$ cat src/rtl/rom_loader_pkg.sv
// Shared widths, polarities and helpers for the boot-time ROM loader.
package rom_loader_pkg;

    localparam logic        RST_ENABLE    = 1'b1;
    localparam logic        WRITE_ENABLE  = 1'b1;
    localparam logic        WRITE_DISABLE = 1'b0;
    localparam logic [31:0] ZERO_WORD     = 32'h0000_0000;
    localparam int          MEM_ADDR_W    = 32;
    localparam int          MEM_W         = 32;
    localparam int          LOADER_LEN_W  = 32;
    localparam int          ROM_NUM       = 4096;

    // Byte address of word `idx` in a word-aligned region starting at `base`.
    function automatic logic [MEM_ADDR_W-1:0] word_addr(
        input logic [MEM_ADDR_W-1:0]   base,
        input logic [LOADER_LEN_W-1:0] idx
    );
        return base + {idx[MEM_ADDR_W-3:0], 2'b00};
    endfunction

endpackage

$ cat src/rtl/rom_loader_byte_pack.sv
// Four-byte little-endian pack register: byte k of a word lands in bits [8k+7:8k].
module loader_byte_pack
    import rom_loader_pkg::*;
(
    input  logic             clk,
    input  logic             rst,
    input  logic             clear,
    input  logic             load,
    input  logic [7:0]       byte_in,
    output logic [MEM_W-1:0] word_next,
    output logic             word_full
);

    logic [1:0]       idx;
    logic [MEM_W-1:0] word_q;

    always_ff @(posedge clk) begin
        if (rst == RST_ENABLE || clear) begin
            idx    <= 2'd0;
            word_q <= ZERO_WORD;
        end else if (load) begin
            idx    <= idx + 2'd1;
            word_q <= word_next;
        end
    end

    // word_next already contains the byte being transferred, so the owner can
    // capture the complete word on the same edge as the fourth byte.
    always_comb begin
        word_next = word_q;
        word_next[8*idx +: 8] = byte_in;
        word_full = load && (idx == 2'd3);
    end

endmodule

$ cat src/rtl/rom_loader.sv
// Boot loader: packs a host byte stream into words and writes them to the instruction ROM.
module rom_loader
    import rom_loader_pkg::*;
#(
    parameter logic [MEM_ADDR_W-1:0] BASE_ADDR = 32'h0000_0000,
    parameter int                    ROM_WORDS = ROM_NUM
)(
    input  logic                    clk,
    input  logic                    rst,
    input  logic                    start_i,
    input  logic [LOADER_LEN_W-1:0] len_i,
    input  logic                    byte_valid_i,
    input  logic [7:0]              byte_i,
    output logic                    byte_ready_o,
    output logic                    we_o,
    output logic [MEM_ADDR_W-1:0]   addr_o,
    output logic [MEM_W-1:0]        data_o,
    output logic                    busy_o,
    output logic                    done_o,
    output logic                    err_o
);

    typedef enum logic [1:0] {
        IDLE    = 2'd0,
        COLLECT = 2'd1,
        WRITE   = 2'd2,
        DONE    = 2'd3
    } state_t;

    state_t                  state;
    state_t                  state_next;
    logic [LOADER_LEN_W-1:0] len_q;
    logic [LOADER_LEN_W-1:0] count_q;
    logic                    len_err;
    logic                    start_ok;
    logic                    xfer;
    logic                    word_full;
    logic [MEM_W-1:0]        word_next;

    assign len_err  = len_i > LOADER_LEN_W'(ROM_WORDS);
    assign start_ok = (state == IDLE) && start_i && !len_err;
    assign xfer     = (state == COLLECT) && byte_valid_i;

    loader_byte_pack u_pack (
        .clk       (clk),
        .rst       (rst),
        .clear     (start_ok),
        .load      (xfer),
        .byte_in   (byte_i),
        .word_next (word_next),
        .word_full (word_full)
    );

    always_comb begin
        state_next = state;
        case (state)
            IDLE: begin
                if (start_ok) begin
                    state_next = (len_i == '0) ? DONE : COLLECT;
                end
            end
            COLLECT: begin
                if (word_full) begin
                    state_next = WRITE;
                end
            end
            WRITE: begin
                state_next = (count_q + 1'b1 == len_q) ? DONE : COLLECT;
            end
            DONE: begin
                state_next = IDLE;
            end
            default: begin
                state_next = IDLE;
            end
        endcase
    end

    // Address and data are captured with the fourth byte so they are stable
    // throughout the WRITE cycle and keep the last write's values afterwards.
    always_ff @(posedge clk) begin
        if (rst == RST_ENABLE) begin
            state   <= IDLE;
            len_q   <= '0;
            count_q <= '0;
            addr_o  <= ZERO_WORD;
            data_o  <= ZERO_WORD;
            err_o   <= 1'b0;
        end else begin
            state <= state_next;
            if (start_ok) begin
                len_q   <= len_i;
                count_q <= '0;
                err_o   <= 1'b0;
            end else if (state == IDLE && start_i) begin
                err_o <= 1'b1;
            end
            if (word_full) begin
                addr_o <= word_addr(BASE_ADDR, count_q);
                data_o <= word_next;
            end
            if (state == WRITE) begin
                count_q <= count_q + 1'b1;
            end
        end
    end

    assign byte_ready_o = (state == COLLECT);
    assign we_o         = (state == WRITE) ? WRITE_ENABLE : WRITE_DISABLE;
    assign busy_o       = (state == COLLECT) || (state == WRITE);
    assign done_o       = (state == DONE);

endmodule
$ cat config.mk
export PLATFORM = sky130hd
export DESIGN_NAME = rom_loader
export DESIGN_NICKNAME = d
export VERILOG_FILES = /design/src/rtl/rom_loader_pkg.sv /design/src/rtl/rom_loader_byte_pack.sv /design/src/rtl/rom_loader.sv
export SDC_FILE = /design/constraint.sdc
export NUM_CORES = 1
export LEC_CHECK = 0
export BUFFER_PORTS_ARGS = -buffer_cell sky130_fd_sc_hd__buf_2
export CORE_AREA = 10 10 122 124
export DETAILED_ROUTE_END_ITERATION = 7
export DIE_AREA = 0 0 132 134
export HOLD_SLACK_MARGIN = 0.08
export MAX_ROUTING_LAYER = met4
export PLACE_DENSITY_LB_ADDON = 0.2
export SYNTH_ARGS = -nofsm -noshare
export SYNTH_HDL_FRONTEND = slang
export SYNTH_SLANG_ARGS = --single-unit
$ cat constraint.sdc
create_clock -name clk -period 4.2 [get_ports clk]
set_input_delay 0.42 -clock clk [delete_from_list [all_inputs] [get_ports clk]]
set_output_delay 0.42 -clock clk [all_outputs]
set_load 0.02 [all_outputs]
==> run summary, run 1 <==
Row count - 41
CTS Hold Bufs - 0
Hold Slack - 0.247 ns
DRC - 0
CP dominant cell by count - nand4_1
Post-cts resize count - 0
Sink Count - 155
Share of layout cells above drive strength 1 - 0.177
Design Area, Final - 0.00853 sq mm
Synth Register Bits - 155
Pin count of the biggest net entering global routing - 70
Critical Path RT - 4.55 ns
Clock Path Buffers - 2
Vias per cell - 5.69
First-pass GRT wire length - 31.5 mm
Delay-heaviest family, CP - simple AND/OR/NAND/NOR gates
Setup violators final - 0
Final ANT Viol Nets - 0
Most frequent cell after synthesis - dfxtp_1
Worst-Margin Slew - 1.39 ns
Top post-synthesis cells by count - dfxtp_1 (155), nor2_1 (105), a21oi_1 (103)
Routability cong. - 0.918
Setup TNS Final - 0 ns
Post-Syn Area - 0.00741 sq mm
Status - finished clean
Ys async rst share - 0
Root Driver - clkbuf_16
EDFF count, synth - 0
Initial DRC count - 495
Full die area - 0.0177 sq mm
Worst Setup End Kind - flop
All-layer global routing usage - 0.219
Clk_skew - 0.00655 ns
Leakage Power - 3.25 nW
Buffers & Inverters on Critical Path - 0
IO Pins - 113
Kind of critical path - flop to flop
H-tree levels - 4
Pwr dens - 370 mW/mm^2
Worst min path class - input port to flop
Worst path cell trace - and4_1, nand4_1, nor4b_1, xnor2_1, nand4_1, or4_1, o31ai_2
Via count - 6507
Relative slew margins - 0.0604
GRT overflow - 0
RSZ-0062 raised after global routing - false
Power, Total - 3.16 mW
Max frequency - 0.306 GHz
Final slew viol count - 0
Initial Util - 0.594
CTS tree - built
CORE AREA - 0.0125 sq mm
Post-CTS Setup Inserts - 0
Vias in the first global route - 6208
MaxCap Viol Count - 0
DP Cell Count - 1112
Sequential fraction of the synthesis area - 0.419
Post-Synthesis Cells - 889
Min Tclk post-route - 3.27 ns
Total wire length - 19.2 mm
YS warnings - 0
CP Data Arrival Time - 3.62 ns
CTS Buf Count - 17
Met2 Use GR - 0.337
Height of the die - 134 um
Predominant post-synthesis flop cell - dfxtp_1
IO Port Bufs - 110
Startpoint Class - flop
Synth area leader - dfxtp_1
Final Hold Viols - 0
Placed inst area - 0.00796 sq mm
M3 GR Usage - 0.0500
Worst-skew pair later-pin latency - 0.43 ns
Synth-to-Final Area Change - 15.1%
Clock transition at the registers of the reported paths - 0.06 ns
DP HPWL - 13.0 mm
DRT Pass-1 Iters - 5
Ranking of synthesized cells by area - dfxtp_1 (42%), a21oi_1 (7.0%), nor2_1 (5.3%)
Die Span X - 132 um
CP max stage cell - nor4b_1
Yosys top cell area share - 0.419
Initial antenna violation count - 0
Period utilization - 0.779
Distinct cell type count after synthesis - 56
WL per Instance - 16.7 um
Synth Area per Inst - 8.34 sq um
Nets - 1014
CP max FO - 13
CP peak stage delay - 0.78 ns
GRT busiest layer - met2
Global routing usage on met1 - 0.283
Worst vdd ir - 0.290 mV
Fin cells - 1144
N_diodes - 0
[where the power goes]
part	internal, mW	leakage (nW)	switching [mW]	total (mW)
Combinational	0.0573	1.73	0.109	0.167
Clock	0.842	0.271	0.651	1.49
Sequential	1.49	1.25	0.00963	1.50
[routing by layer]
metal | vias to the layer above | routed length [um]
met5 | - | 0
met4 | 0 | 229
met3 | 26 | 1080
met2 | 198 | 8640
met1 | 3041 | 9200
li1 | 3242 | -
[cells in the final DEF (no fill, tap or decap), types with 6 or more instances in the layout]
cell type  Yosys  layout
nor2_1       105     105
and4_1         7       7
a211oi_1      51      51
nor3_1        16      16
xor2_1        15      15
inv_6          0       6
nand2_1       97      97
xnor2_1       30      30
dfxtp_1      155     155
nor4_1        14      14
o21ai_0       28      28
a21oi_1      103     103
buf_4          5      10
inv_1          9       9
nand3_1       15      15
buf_2          9     109
clkbuf_16      0      17
nand4_1       11      11
nand4b_1       6       6
and2_1        25      25
mux2i_1       18      18
nor2b_1       26      26
or4_1          7       7
a21o_1         7       7
ha_1          11      11
nand3b_1      11      11
[layout make-up]
type | count | area (sq um)
Inverter | 11 | 41.3
Sequential cell | 155 | 3100
Multi-Input combinational cell | 655 | 3980
Clock inverter | 14 | 135
Fill cell | 1026 | 3940
Clock buffer | 18 | 439
Timing Repair Buffer | 119 | 621
Tap cell | 172 | 215
[kinds of logic (layout without fill, tap and decap cells)]
group,Yosys count,count (layout),synth area share
flops,155,155,0.419
xor+xnor,46,46,0.0562
simple gates,371,371,0.268
buf+inv,80,162,0.0456
other cells,1,2,0.000506
compound gates,206,206,0.166
mux,19,19,0.0258
fa+ha+maj,11,11,0.0186
[state kept, by name, summed over array words and instances, names as in the netlist]
| signal | count |
|---|---|
| state | 2 |
| err_o | 1 |
| len_q | 32 |
| data_o | 32 |
| u_pack.idx | 2 |
| count_q | 32 |
| u_pack.word_q | 24 |
| addr_o | 30 |
[final timing paths]
| path | start | end | slack (ns) | depth (start not counted) |
|---|---|---|---|---|
| setup / recovery | count_q[6] | state[1] | 0.93 | 7 |
| hold / removal | len_i[7] | len_q[7] | 0.25 | 3 |
| setup reg to reg | count_q[6] | state[1] | 0.93 | 7 |
| hold reg to reg | addr_o[30] | addr_o[30] | 0.45 | 2 |
[stage by stage]
stage	worst slack [ns]	util
floorplan	1.63	-
global placement	1.16	0.638
detailed placement	1.07	0.638
CTS	0.979	0.684
global route	0.649	0.684
finish	0.928	0.684
[worst register-to-register path: stages, from the launching register on]
cell     delay [ns]
dfxtp_1        0.54
and4_1         0.28
nand4_1        0.55
nor4b_1        0.79
xnor2_1        0.20
nand4_1        0.09
or4_1          0.55
o31ai_2        0.21
(Power assumes the default switching activity.)
==> run 2, diff against run 1 <==
--- a/config.mk
+++ b/config.mk
@@ -6,9 +6,9 @@
 export NUM_CORES = 1
 export LEC_CHECK = 0
 export BUFFER_PORTS_ARGS = -buffer_cell sky130_fd_sc_hd__buf_2
-export CORE_AREA = 10 10 122 124
+export CORE_AREA = 10 10 132 134
 export DETAILED_ROUTE_END_ITERATION = 7
-export DIE_AREA = 0 0 132 134
+export DIE_AREA = 0 0 142 144
 export HOLD_SLACK_MARGIN = 0.08
 export MAX_ROUTING_LAYER = met4
 export PLACE_DENSITY_LB_ADDON = 0.2
==> constraint.sdc (replaced) <==
create_clock -name clk -period 2.9 [get_ports clk]
set_input_delay 0.29 -clock clk [delete_from_list [all_inputs] [get_ports clk]]
set_output_delay 0.29 -clock clk [all_outputs]
set_load 0.02 [all_outputs]
==> run summary, run 2 (synthesis results as in run 1) <==
H-tree levels - 4 (unchanged)
WP depth - 8 (+1)
Worst-skew pair later-pin latency - 0.43 ns (about the same)
Kind of critical path - flop to flop
CORE AREA - 0.0149 sq mm (+19%)
Final ANT Viol Nets - 0 (unchanged)
Setup violators final - 0 (unchanged)
CP max FO - 6 (-7)
Clk_skew - 0.00919 ns (+0.00264 ns)
First-pass GRT wire length - 32.7 mm (+4.1%)
Worst Setup End Kind - flop
Commonest non-fill, non-tap cell in the layout - dfxtp_1
Total wire length - 20.3 mm (+6.1%)
Vias per cell - 5.54 (-2.5%)
Nets - 1051 (+3.6%)
Initial antenna violation count - 0 (unchanged)
Relative slew margins - 0.205 (+0.144)
Delay-heaviest family, CP - simple AND/OR/NAND/NOR gates
Startpoint Class - flop
Clock Path Buffers - 2 (unchanged)
Net Sw Power - 1.16 mW (+51%)
MaxCap Viol Count - 0 (unchanged)
Hold Slack - 0.109 ns (-0.139 ns)
Leakage Power - 3.49 nW (+7.3%)
CP Data Arrival Time - 2.97 ns (-0.65 ns)
Sw frac - 0.243 (-0.00138)
CP max stage cell - dfxtp_1
Via count - 6642 (+2.1%)
Worst-Margin Slew - 1.19 ns (-0.202 ns)
Root Driver - clkbuf_16
Worst reg2reg path depth - 8 (+1)
Worst setup endpoint - state[1]
Cell Int Power - 3.63 mW (+52%)
Min Tclk post-route - 2.63 ns (-0.647 ns)
DRT Pass-1 Iters - 5 (unchanged)
DRC - 0 (unchanged)
Final Hold Viols - 0 (unchanged)
Critical Path Source - count_q[12]
Reg power frac - 0.452 (-0.022)
WL per Instance - 17.0 um (+1.3%)
Worst min path class - input port to flop
Most frequent cells in the layout - dfxtp_1 (155), buf_2 (109), nor2_1 (105), a21oi_1 (103), nand2_1 (97)
Full die area - 0.0204 sq mm (+16%)
Fin cells - 1198 (+4.7%)
Final slew viol count - 0 (unchanged)
Vias in the first global route - 6322 (+1.8%)
Comb pwr share - 0.051 (-0.002)
Top Registers - count_q: 32 flops, data_o: 32 flops, len_q: 32 flops
Worst r2r dst - state[1]
Fill count - 1350 (+32%)
Synth-to-Final Area Change - 20.0%
Critical Path RT - 3.25 ns (-1.30 ns)
IO Port Bufs - 110 (unchanged)
Height of the die - 144 um (+7.5%)
Clock transition at the registers of the reported paths - 0.06 ns (about the same)
Sink Count - 155 (unchanged)
Row count - 45 (+9.8%)
Footprint of the multi-input gates - 0.00398 sq mm (unchanged)
All-layer global routing usage - 0.202 (-0.0167)
Initial Util - 0.499 (-0.0959)
Post-CTS Setup Inserts - 0 (unchanged)
Initial DRC count - 438 (-12%)
Pin count of the biggest net entering global routing - 85 (+21%)
Register area - 0.00310 sq mm (unchanged)
CTS tree - built
IO Pins - 113 (unchanged)
Share of layout cells above drive strength 1 - 0.207 (+0.0302)
Utilization after layout - 0.598 (-0.0858)
DP HPWL - 14.3 mm (+10%)
GRT overflow - 0 (unchanged)
Post-cts resize count - 0 (unchanged)
Worst R2R Setup Slack - 0.27 ns (-0.65 ns)
CTS Hold Bufs - 0 (unchanged)
CTS Buf Count - 17 (unchanged)
Worst vdd ir - 0.415 mV (+43%)
Clk pwr share - 0.497 (+0.024)
Pwr dens - 539 mW/mm^2 (+46%)
Worst path cell trace - and4_1, nand4_1, buf_4, nor4_1, xnor3_1, o21ai_0, or4_1, o31ai_2
Reg2Reg Launch Point - count_q[12]
Placed inst area - 0.00827 sq mm (+3.9%)
Routability cong. - 0.885 (-3.6%)
Buffers & Inverters on Critical Path - 1 (+1)
RSZ-0062 raised after global routing - false
Setup TNS Final - 0 ns (unchanged)
Status - finished clean
CP peak stage delay - 0.44 ns (-0.34 ns)
Die Span X - 142 um (+7.6%)
Period utilization - 0.905 (+0.126)
Max frequency - 0.381 GHz (+25%)
DP Cell Count - 1165 (+4.8%)
Design Area, Final - 0.00889 sq mm (+4.3%)
-- run 2: per-layer routing --
metal | part of all wire | track usage | up-vias | wire length [um]
li1 | - | - | 3326 | -
met1 | 0.47 | 0.261 | 3118 | 9560
met2 | 0.46 | 0.309 | 175 | 9410
met3 | 0.050 | 0.0479 | 23 | 1020
met4 | 0.016 | 0.0624 | 0 | 323
met5 | 0 | - | - | 0
-- run 2: worst min path at each step --
| stage | startpoint | endpoint | slack, ns | depth (start not counted) |
|---|---|---|---|---|
| floorplan | byte_i[7] | data_o[31] | 0.43 | 2 |
| global placement | addr_o[14] | addr_o[14] | 0.44 | 2 |
| detailed placement | addr_o[14] | addr_o[14] | 0.44 | 2 |
| CTS | len_i[9] | len_q[9] | 0.09 | 3 |
| global route | len_i[0] | len_q[0] | 0.11 | 3 |
| finish | len_i[0] | len_q[0] | 0.11 | 3 |
-- run 2: worst min-delay path, stage by stage --
cell	delay (ns)
buf_2	0.09
mux2i_1	0.06
nor2_1	0.07
-- run 2: layout make-up --
class | instances | area share
multi-input cells | 655 | 0.447
flip-flops and latches | 155 | 0.349
repair buffers | 156 | 0.102
clock buffers | 17 | 0.0478
well taps | 188 | 0.0264
clock inverters | 15 | 0.0226
inverters | 11 | 0.00464
diodes | 1 | 0.000281
-- run 2: through the flow --
| stage | setup WS (ns) | power, mW |
|---|---|---|
| after CTS | 0.308 | 4.83 |
| after global routing | 0.0489 | 4.95 |
| after global placement | 0.389 | 2.46 |
| after detailed placement | 0.301 | 2.46 |
| final | 0.275 | 4.80 |
| after floorplan | 0.327 | 2.37 |
-- run 2: power by group through the flow --
stage	logic, mW	clock network, mW	registers [mW]
after floorplan	0.156	0	2.21
after global placement	0.241	0	2.22
after detailed placement	0.244	0	2.22
after CTS	0.246	2.42	2.17
after global routing	0.269	2.51	2.17
final	0.245	2.38	2.17
